**src/rtl/audio_i2s_tx.sv**
```systemverilog
// audio_i2s_tx
//   Serialises the PSG's stereo sample pair onto an I2S DAC link and issues
//   the one-clk next_sample strobe that starts the next PSG computation.
//
//   Frame: 32 BCK periods. The left slot is k=1..16 and the right slot is
//   k=17..31 plus k=0 of the next frame, because I2S delays data by one bit.
//   The sample pair is captured on the falling BCK edge that enters k=0.
//   next_sample pulses in that same clk. The pair is shifted out MSB-first
//   over the following frame.
//
// Ports
//   clk          in   system clock
//   rst_n        in   asynchronous reset, active low
//   left_audio   in   [15:0] signed left sample, held by the source between pulses
//   right_audio  in   [15:0] signed right sample
//   mute         in   zero the captured frame (only with AUDIO_I2S_MUTE_EN)
//   next_sample  out  one-clk request for the next sample pair
//   i2s_bck      out  bit clock, clk / (2*CLK_DIV)
//   i2s_lrck     out  word select, 0 = left slot, 1 = right slot
//   i2s_data     out  serial data, changes only on BCK falling edges
//
// Parameters
//   CLK_DIV      clk cycles per BCK half-period (>= 1)
//
// Configuration
//   AUDIO_I2S_MUTE_EN  adds the mute input. When mute is high at the k=0 capture,
//                      the whole following frame is zeros.

module audio_i2s_tx #(
  parameter int CLK_DIV = 8
) (
  input  logic        clk,
  input  logic        rst_n,
  input  logic [15:0] left_audio,
  input  logic [15:0] right_audio,
`ifdef AUDIO_I2S_MUTE_EN
  input  logic        mute,
`endif
  output logic        next_sample,
  output logic        i2s_bck,
  output logic        i2s_lrck,
  output logic        i2s_data
);

  localparam int DIV_W = (CLK_DIV > 1) ? $clog2(CLK_DIV) : 1;
  localparam logic [DIV_W-1:0] DIV_LAST = DIV_W'(CLK_DIV - 1);

  logic [DIV_W-1:0] div_cnt;
  logic [4:0]       bit_cnt;
  logic [31:0]      sr;

  logic        div_wrap;   // bck toggles in this clk
  logic        fe;         // this toggle is a falling edge
  logic [4:0]  bit_nxt;    // slot index entered on this falling edge
  logic [31:0] load_word;  // word captured when entering k=0

  always_comb begin
    div_wrap = (div_cnt == DIV_LAST);
    fe       = div_wrap & i2s_bck;
    bit_nxt  = bit_cnt + 5'd1;  // 31 wraps to 0 naturally
`ifdef AUDIO_I2S_MUTE_EN
    load_word = mute ? 32'h0 : {left_audio, right_audio};
`else
    load_word = {left_audio, right_audio};
`endif
  end

  always_ff @(posedge clk or negedge rst_n) begin
    if (!rst_n) begin
      div_cnt     <= '0;
      i2s_bck     <= 1'b0;
      bit_cnt     <= 5'd31;   // the first falling edge then enters k=0
      i2s_lrck    <= 1'b1;
      sr          <= 32'h0;
      i2s_data    <= 1'b0;
      next_sample <= 1'b0;
    end else begin
      next_sample <= 1'b0;
      if (div_wrap) begin
        div_cnt <= '0;
        i2s_bck <= ~i2s_bck;
      end else begin
        div_cnt <= div_cnt + 1'b1;
      end

      // Only falling edges move the frame state. Rising edges just toggle bck.
      if (fe) begin
        bit_cnt  <= bit_nxt;
        i2s_data <= sr[31];
        i2s_lrck <= bit_nxt[4];   // k >= 16
        if (bit_nxt == 5'd0) begin
          // The previous frame's right LSB leaves via sr[31] in the same clk.
          sr          <= load_word;
          next_sample <= 1'b1;
        end else begin
          sr <= {sr[30:0], 1'b0};
        end
      end
    end
  end

endmodule

```
**config.mk**
```make
export PLATFORM = sky130hd
export DESIGN_NAME = audio_i2s_tx
export DESIGN_NICKNAME = d
export VERILOG_FILES = /design/src/rtl/audio_i2s_tx.sv
export SDC_FILE = /design/constraint.sdc
export NUM_CORES = 1
export LEC_CHECK = 0
export ABC_AREA = 1
export CAP_MARGIN = 20
export CORE_UTILIZATION = 30
export CTS_CLUSTER_SIZE = 28
export DETAILED_ROUTE_END_ITERATION = 8
export HOLD_SLACK_MARGIN = 0.03
export PLACE_DENSITY = 0.55
export SLEW_MARGIN = 20
export SYNTH_ARGS = -nofsm -noshare
export SYNTH_HDL_FRONTEND = slang
export SYNTH_SLANG_ARGS = --single-unit
```
**constraint.sdc**
```tcl
create_clock -name clk -period 3.4 [get_ports clk]
set_input_delay 0.51 -clock clk [delete_from_list [all_inputs] [get_ports clk]]
set_output_delay 0.51 -clock clk [all_outputs]
set_load 0.005 [all_outputs]
```
==> Word-level counts from Yosys, hierarchy flattened <==
Cells that the tools add are included.
{ "word_totals": {"register_bits": 44, "in_bits": 34, "out_inout_bits": 4, "word_cells": 17} }
{ "classes": {"add_sub_neg": 2, "n_eq_ne": 1, "muxes": 4, "bitwise_logic": 2, "reduce_logical": 1} }
{ "ops": {"columns": ["op", "count"], "rows": [
  ["32-bit two-way mux", 1],
  ["5-bit by 1-bit adder with 5-bit output (second input constant)", 1],
  ["5-bit zero test", 1],
  ["3-bit by 1-bit adder with 3-bit output (second input constant)", 1],
  ["3-bit == test (second input constant)", 1],
  ["3-bit two-way mux", 1],
  ["1-bit two-way mux", 2],
  ["1-bit bitwise AND", 1],
  ["1-bit inverter", 1]
]} }

==> Logic depth before layout (Yosys ltp) <==
Gate-level depths: netlist (run 1).
{ "depth": {"depth_word": 4, "depth_mapped": 9, "mapped_depth_nobuf": 8} }

==> Worst setup path before layout (run 1) <==
No wires, ideal clock.
{ "synth_timing": {"kind": "register to register", "from": "register bit_cnt[0]", "to": "register sr[10]", "setup_ns": 0.117, "arrival_time_ns": 1.474, "path_slack_ns": 1.809, "path_stages_with_launch": 10, "path_buffers": 1, "period_less_slack_ns": 1.591, "cell_sequence": "dfstp_2 ha_1 nand3_1 nand2_1 nand2_4 nor2_8 buf_8 nand3_2 nand3_1 nand2_1"} }
{ "synth_between": {"elab_chain_len": 3} }
{ "synth_rtl": {"columns": ["element", "line", "text"], "rows": [
  ["from (decl)", "49", "logic [4:0] bit_cnt;"],
  ["from (signal assigned)", "88", "bit_cnt <= bit_nxt;"],
  ["5-bit by 1-bit adder with 5-bit output", "60", "bit_nxt = bit_cnt + 5'd1;"],
  ["5-bit zero test", "91", "if (bit_nxt == 5'd0) begin"],
  ["32-bit two-way mux", "91", null],
  ["to (signal assigned)", "93", "sr <= load_word;"],
  ["to (signal assigned)", "96", "sr <= {sr[30:0], 1'b0};"],
  ["to (decl)", "50", "logic [31:0] sr;"]
]} }
Every way passes these cells.
A chain may end at the register's enable or synchronous reset.

==> Worst setup path in the final report (run 1) <==
{ "layout_timing": {"from": "register bit_cnt[0]", "to": "register sr[14]"} }
The elaborated chain is that of the path after synthesis.

==> impl_metrics.env, run 1 <==
export IMPL_io_buffers=37
export IMPL_rsz0062_at_grt="false"
export IMPL_synth_seq_cells=43
export IMPL_hpwl_um=3150
export IMPL_period_needed_ps=2260
export IMPL_grt_max_degree=44
export IMPL_clock_sinks=43
export IMPL_coreArea_um2=8260
export IMPL_cts_hold_buf=0
export IMPL_fin_ws_ps=1140
export IMPL_end_kind="flop"
export IMPL_grt_usage_pct=13.5
export IMPL_antenna_cells=0
export IMPL_crit_buf_inv=0
export IMPL_die_area_um2=8930
export IMPL_yosysSeqAreaShare_pct=42.2
export IMPL_cts_resized=0
export IMPL_startpoint_type="flop"
export IMPL_place_ws_ps=1110
export IMPL_yosys_warnings=0
export IMPL_synth_avg_cell_area_um2=8.85
export IMPL_slew_viol_final=0
export IMPL_cp_cell_sequence="ha_1 -> nand3_1 -> nand2_1 -> nand2_4 -> nor2_8 -> nand3_2 -> nand3_1 -> nand2_1"
export IMPL_viasPerCell=4.68
export IMPL_post_layout_nonfiller_instances=421
export IMPL_grt_first_pass_wirelength_um=9390
export IMPL_core_rowCount=33
export IMPL_required_ps=3580
export IMPL_maxCapViolCount=0
export IMPL_ios=38
export IMPL_hp_class="primary input to async pin"
export IMPL_cts_tree="built"
export IMPL_max_stage_delay_ps=580
export IMPL_fin_crit_sh_pct=66.5
export IMPL_synth_cell_area_um2=2570
export IMPL_hold_viol_final=0
export IMPL_dp_cells=413
export IMPL_drc=0
export IMPL_relSlewSlack_pct=53.8
export IMPL_root_buffer="clkbuf_8"
export IMPL_setup_tns_ps=0
export IMPL_overflow=0
export IMPL_leakagePower_nw=1.21
export IMPL_antenna_found_initial=0
export IMPL_dr_total_vias=1970
export IMPL_fin_util_pct=36.2
export IMPL_globalplace_congestion=0.687
export IMPL_fin_nets=352
export IMPL_clock_path_buffers=2
export IMPL_wirelength_um=5300
export IMPL_crit_type="flop to flop"
export IMPL_status="finished, final reports clean"
export IMPL_cp_top_family="simple AND/OR/NAND/NOR gates"
export IMPL_syn_nets=327
export IMPL_syn_inst=290
export IMPL_antenna_left=0
export IMPL_fp_dieH_um=94.5
export IMPL_final_cell_mix="nand2_1 (74), dfrtp_1 (38), clkdlybuf4s50_1 (36)"
export IMPL_cts_max_level=2
export IMPL_arrival_ps=2450
export IMPL_irDropWorstVdd_v=0.000157
export IMPL_setup_viol=0
export IMPL_post_cts_buffers=0
export IMPL_clkLatencyLatePin_ps=300
export IMPL_cp_max_fo=34
export IMPL_power_density_nw_per_um2=329
export IMPL_first_pass_iters=4
export IMPL_clkTransAtPathRegs_ps=80
export IMPL_post_drt_wl_per_cell_um=12.6
export IMPL_syn2layout_area_growth_pct=16.5
export IMPL_drtIter0Drc=139
export IMPL_grt_pass1_vias=1960
export IMPL_skew_ps=7.21
export IMPL_initial_core_util_pct=31.1
export IMPL_slowest_stage="nor2_8"
export IMPL_drive_gt1_share_pct=16.5
export IMPL_fmax_ghz=0.442
export IMPL_synth_cell_types=28
export IMPL_dieWidth_um=94.5
export IMPL_cts_buffers=5
export IMPL_final_common_cell="nand2_1"
export IMPL_worst_pin_slew_ps=693
[metrics by stage]
step | power, mW | instance area (um^2) | hold WS [ps]
2_1_floorplan | 0.531 | 2570 | 214
3_3_place_gp | 0.583 | 2870 | 412
3_5_place_dp | 0.582 | 2870 | 427
4_1_cts | 1.01 | 2990 | 412
5_1_grt | 1.03 | 2990 | 241
6_report | 0.984 | 2990 | 209
[layout make-up]
type / instances / area (um^2)
sequential: 43 / 1080
tap: 105 / 131
timing repair buffer: 38 / 375
inverter: 37 / 139
multi-input combinational: 190 / 1140
clock buffer: 6 / 82.6
clock inverter: 2 / 35.0
fill: 873 / 5270
[synthesized netlist by cell type]
library cell   n  share of area (%)
inv_1         35                5.1
nand3_2       31                 12
buf_2          9                1.8
buf_12         5                3.9
buf_4          1               0.29
buf_6          1               0.44
inv_2          1               0.15
nor2_8         1               0.78
and2_4         1               0.34
xnor2_1        1               0.34
nand2_4        1               0.44
dfrtp_1       38                 37
nor3_2         1               0.39
buf_8          2                1.2
nor3_1         1               0.19
nand4_1        2               0.49
nand2_2        1               0.24
a21oi_1        1               0.19
clkbuf_1       2               0.29
nand2_1       74                 11
o21bai_1      30                8.8
dfstp_2        5                5.1
o21ai_1        2               0.39
nor2_1         4               0.58
ha_1           3                1.5
o21ai_0        2               0.39
nand3_1       34                6.6
clkinv_1       1               0.15
[logic make-up after synthesis]
group / Yosys count / share of synthesized area (%)
adders and majority gates: 3 / 1.46
xor gates and xnor gates: 1 / 0.341
buffers and inverters: 57 / 13.3
DFF: 43 / 42.2
AOI/OAI and AO/OA: 35 / 9.75
and+or+nand+nor: 151 / 33.0
[registers in the layout, indices dropped and copies added (netlist names)]
| register | cells |
|---|---|
| i2s_bck | 1 |
| next_sample | 1 |
| i2s_data | 1 |
| div_cnt | 3 |
| sr | 32 |
| i2s_lrck | 1 |
| bit_cnt | 4 |
[path summary, 6_finish.rpt]
| path | from | endpoint | slack, ps | cells past startpoint |
|---|---|---|---|---|
| max in group asynchronous | rst_n | i2s_lrck | 2810 | 1 |
| worst max register to register | bit_cnt[0] | sr[14] | 1140 | 8 |
| min in group clk | div_cnt[0] | div_cnt[0] | 430 | 1 |
| worst min-delay path | rst_n | sr[17] | 210 | 1 |
| worst min register to register | div_cnt[0] | div_cnt[0] | 430 | 1 |
| worst max-delay path | bit_cnt[0] | sr[14] | 1140 | 8 |
[per-layer routing]
layer | vias up | wire length, um | track usage (%)
li1 | 977 | - | -
met1 | 949 | 2670 | 19.2
met2 | 36 | 2350 | 20.4
met3 | 8 | 203 | 2.58
met4 | 0 | 74 | 4.55
met5 | - | 0 | 0
[power by group]
part	switching, mW	internal (mW)	total [mW]
Clock	0.176	0.238	0.413
Sequential	0	0.511	0.511
Combinational	0.0239	0.0353	0.0592
Note: power is estimated with default switching activity, not from simulation.
==> inputs of run 2 (changes only) <==
- PLACE_DENSITY: 0.55 -> 0.57
- clock period: 3.4 -> 2 ns (I/O delays scaled with it)
==> run 2 against run 1 <==
Hold slack worse by 150 ps. Utilization is 0.91 points higher. Clock skew is 5.2 ps higher.
==> impl_metrics.env, run 2 (synthesis gave the netlist of run 1 again) <==
export IMPL_grt_usage_pct=12.9
export IMPL_irDropWorstVdd_v=0.000196
export IMPL_r2r_end="sr[15]"
export IMPL_cp_top_family="simple AND/OR/NAND/NOR gates"
export IMPL_overflow=0
export IMPL_skew_ps=12.4
export IMPL_end_kind="flop"
export IMPL_drtIter0Drc=118
export IMPL_cp_max_fo=11
export IMPL_rrSetupSlack_ps=270
export IMPL_max_stage_delay_ps=570
export IMPL_arrival_ps=1930
export IMPL_syn2layout_area_growth_pct=19.4
export IMPL_slowest_stage="dfstp_2"
export IMPL_cts_max_level=2
export IMPL_initial_core_util_pct=31.1
export IMPL_crit_buf_inv=1
export IMPL_root_buffer="clkbuf_8"
export IMPL_rr_startpoint="bit_cnt[0]"
export IMPL_cts_hold_buf=0
export IMPL_coreArea_um2=8260
export IMPL_cts_buffers=5
export IMPL_relSlewSlack_pct=56.0
export IMPL_post_cts_buffers=0
export IMPL_clock_sinks=43
export IMPL_slew_viol_final=0
export IMPL_period_needed_ps=1730
export IMPL_antenna_found_initial=0
export IMPL_hpwl_um=3380
export IMPL_final_common_cell="nand2_1"
export IMPL_clkLatencyLatePin_ps=300
export IMPL_die_area_um2=8930
export IMPL_post_drt_wl_per_cell_um=12.3
export IMPL_fp_dieH_um=94.5
export IMPL_largest_register_ffs=32
export IMPL_leakagePower_nw=1.26
export IMPL_fmax_ghz=0.577
export IMPL_r2r_cells=9
export IMPL_drc=0
export IMPL_hp_class="primary input to async pin"
export IMPL_grt_max_degree=44
export IMPL_fill_cells=844
export IMPL_crit_type="flop to flop"
export IMPL_clkTransAtPathRegs_ps=90
export IMPL_drive_gt1_share_pct=18.2
export IMPL_status="finished, final reports clean"
export IMPL_clock_path_buffers=2
export IMPL_dp_cells=422
export IMPL_dr_total_vias=1949
export IMPL_fin_crit_sh_pct=86.7
export IMPL_setup_tns_ps=0
export IMPL_globalplace_congestion=0.700
export IMPL_ios=38
export IMPL_core_rowCount=33
export IMPL_grt_first_pass_wirelength_um=9020
export IMPL_dieWidth_um=94.5
export IMPL_antenna_cells=0
export IMPL_wirelength_um=5270
export IMPL_rsz0062_at_grt="false"
export IMPL_startpoint_type="flop"
export IMPL_antenna_left=0
export IMPL_cts_tree="built"
export IMPL_crit_top_cell="nand3_1"
export IMPL_cts_resized=0
export IMPL_viasPerCell=4.54
export IMPL_post_layout_nonfiller_instances=429
export IMPL_regMostFlops="sr"
export IMPL_maxCapViolCount=0
export IMPL_io_buffers=37
export IMPL_grt_pass1_vias=1900
export IMPL_fin_nets=361
export IMPL_first_pass_iters=4
export IMPL_setup_viol=0
export IMPL_required_ps=2190
export IMPL_hold_viol_final=0
export IMPL_holdWs_ps=57.0
export IMPL_top_regs="sr x32, bit_cnt x4, div_cnt x3"
export IMPL_cp_cell_sequence="ha_1 -> nand3_1 -> nand2_1 -> nand2_4 -> nor2_8 -> buf_4 -> nand3_1 -> nand3_1 -> nand2_1"
export IMPL_final_cell_mix="nand2_1 (74), dfrtp_1 (38), clkdlybuf4s50_1 (36)"
export IMPL_worst_pin_slew_ps=660
export IMPL_power_density_nw_per_um2=531
-- run 2: worst max-delay path by stage --
stage / start / to / cells past startpoint / slack, ps
3_5_place_dp: bit_cnt[0] / sr[15] / 9 / 260
2_1_floorplan: bit_cnt[0] / sr[19] / 9 / 410
6_report: bit_cnt[0] / sr[15] / 9 / 270
5_1_grt: bit_cnt[0] / sr[1] / 8 / 70
4_1_cts: bit_cnt[0] / sr[1] / 8 / 250
3_3_place_gp: bit_cnt[0] / sr[15] / 9 / 300
-- run 2: layout make-up --
cell class              instances  area (um^2)  area share (%)
well taps                     105          131            4.29
multi-input cells             190         1140            37.3
inverters                      37          139            4.53
repair buffers                 47          465            15.2
flip-flops and latches         43         1080            35.3
clock buffers                   6         72.6            2.37
clock inverters                 1         30.0           0.980
-- run 2: routing by layer --
metal,part of all wire (%),wire [um],GRT usage (%)
met1,48,2550,17.6
met2,47,2460,20.7
met3,4.2,221,2.74
met4,0.78,41,3.41
met5,0,0,0
-- run 2: worst reg2reg max path: cells and delay by family (launching register included) --
kind / cells / cell delay [ps]
adder cells (fa/ha/maj): 1 / 230
flip-flops: 1 / 570
buffers and inverters: 1 / 220
AND/OR/NAND/NOR: 7 / 620
-- run 2: per-stage QoR --
step	worst slack [ps]	instance area (um^2)	utilization (%)	total power, mW
2_1_floorplan	409	2570	-	0.903
3_3_place_gp	298	2960	35.9	0.990
3_5_place_dp	262	2960	35.9	0.989
4_1_cts	253	3060	37.1	1.65
5_1_grt	73.8	3060	37.1	1.69
6_report	266	3060	37.1	1.63
-- run 2: power by group --
| group | switching (mW) | total [mW] | internal, mW |
|---|---|---|---|
| Clock | 0.293 | 0.659 | 0.366 |
| Sequential | 0 | 0.869 | 0.869 |
| Combinational | 0.0395 | 0.100 | 0.0607 |
| Total | 0.332 | 1.63 | 1.30 |
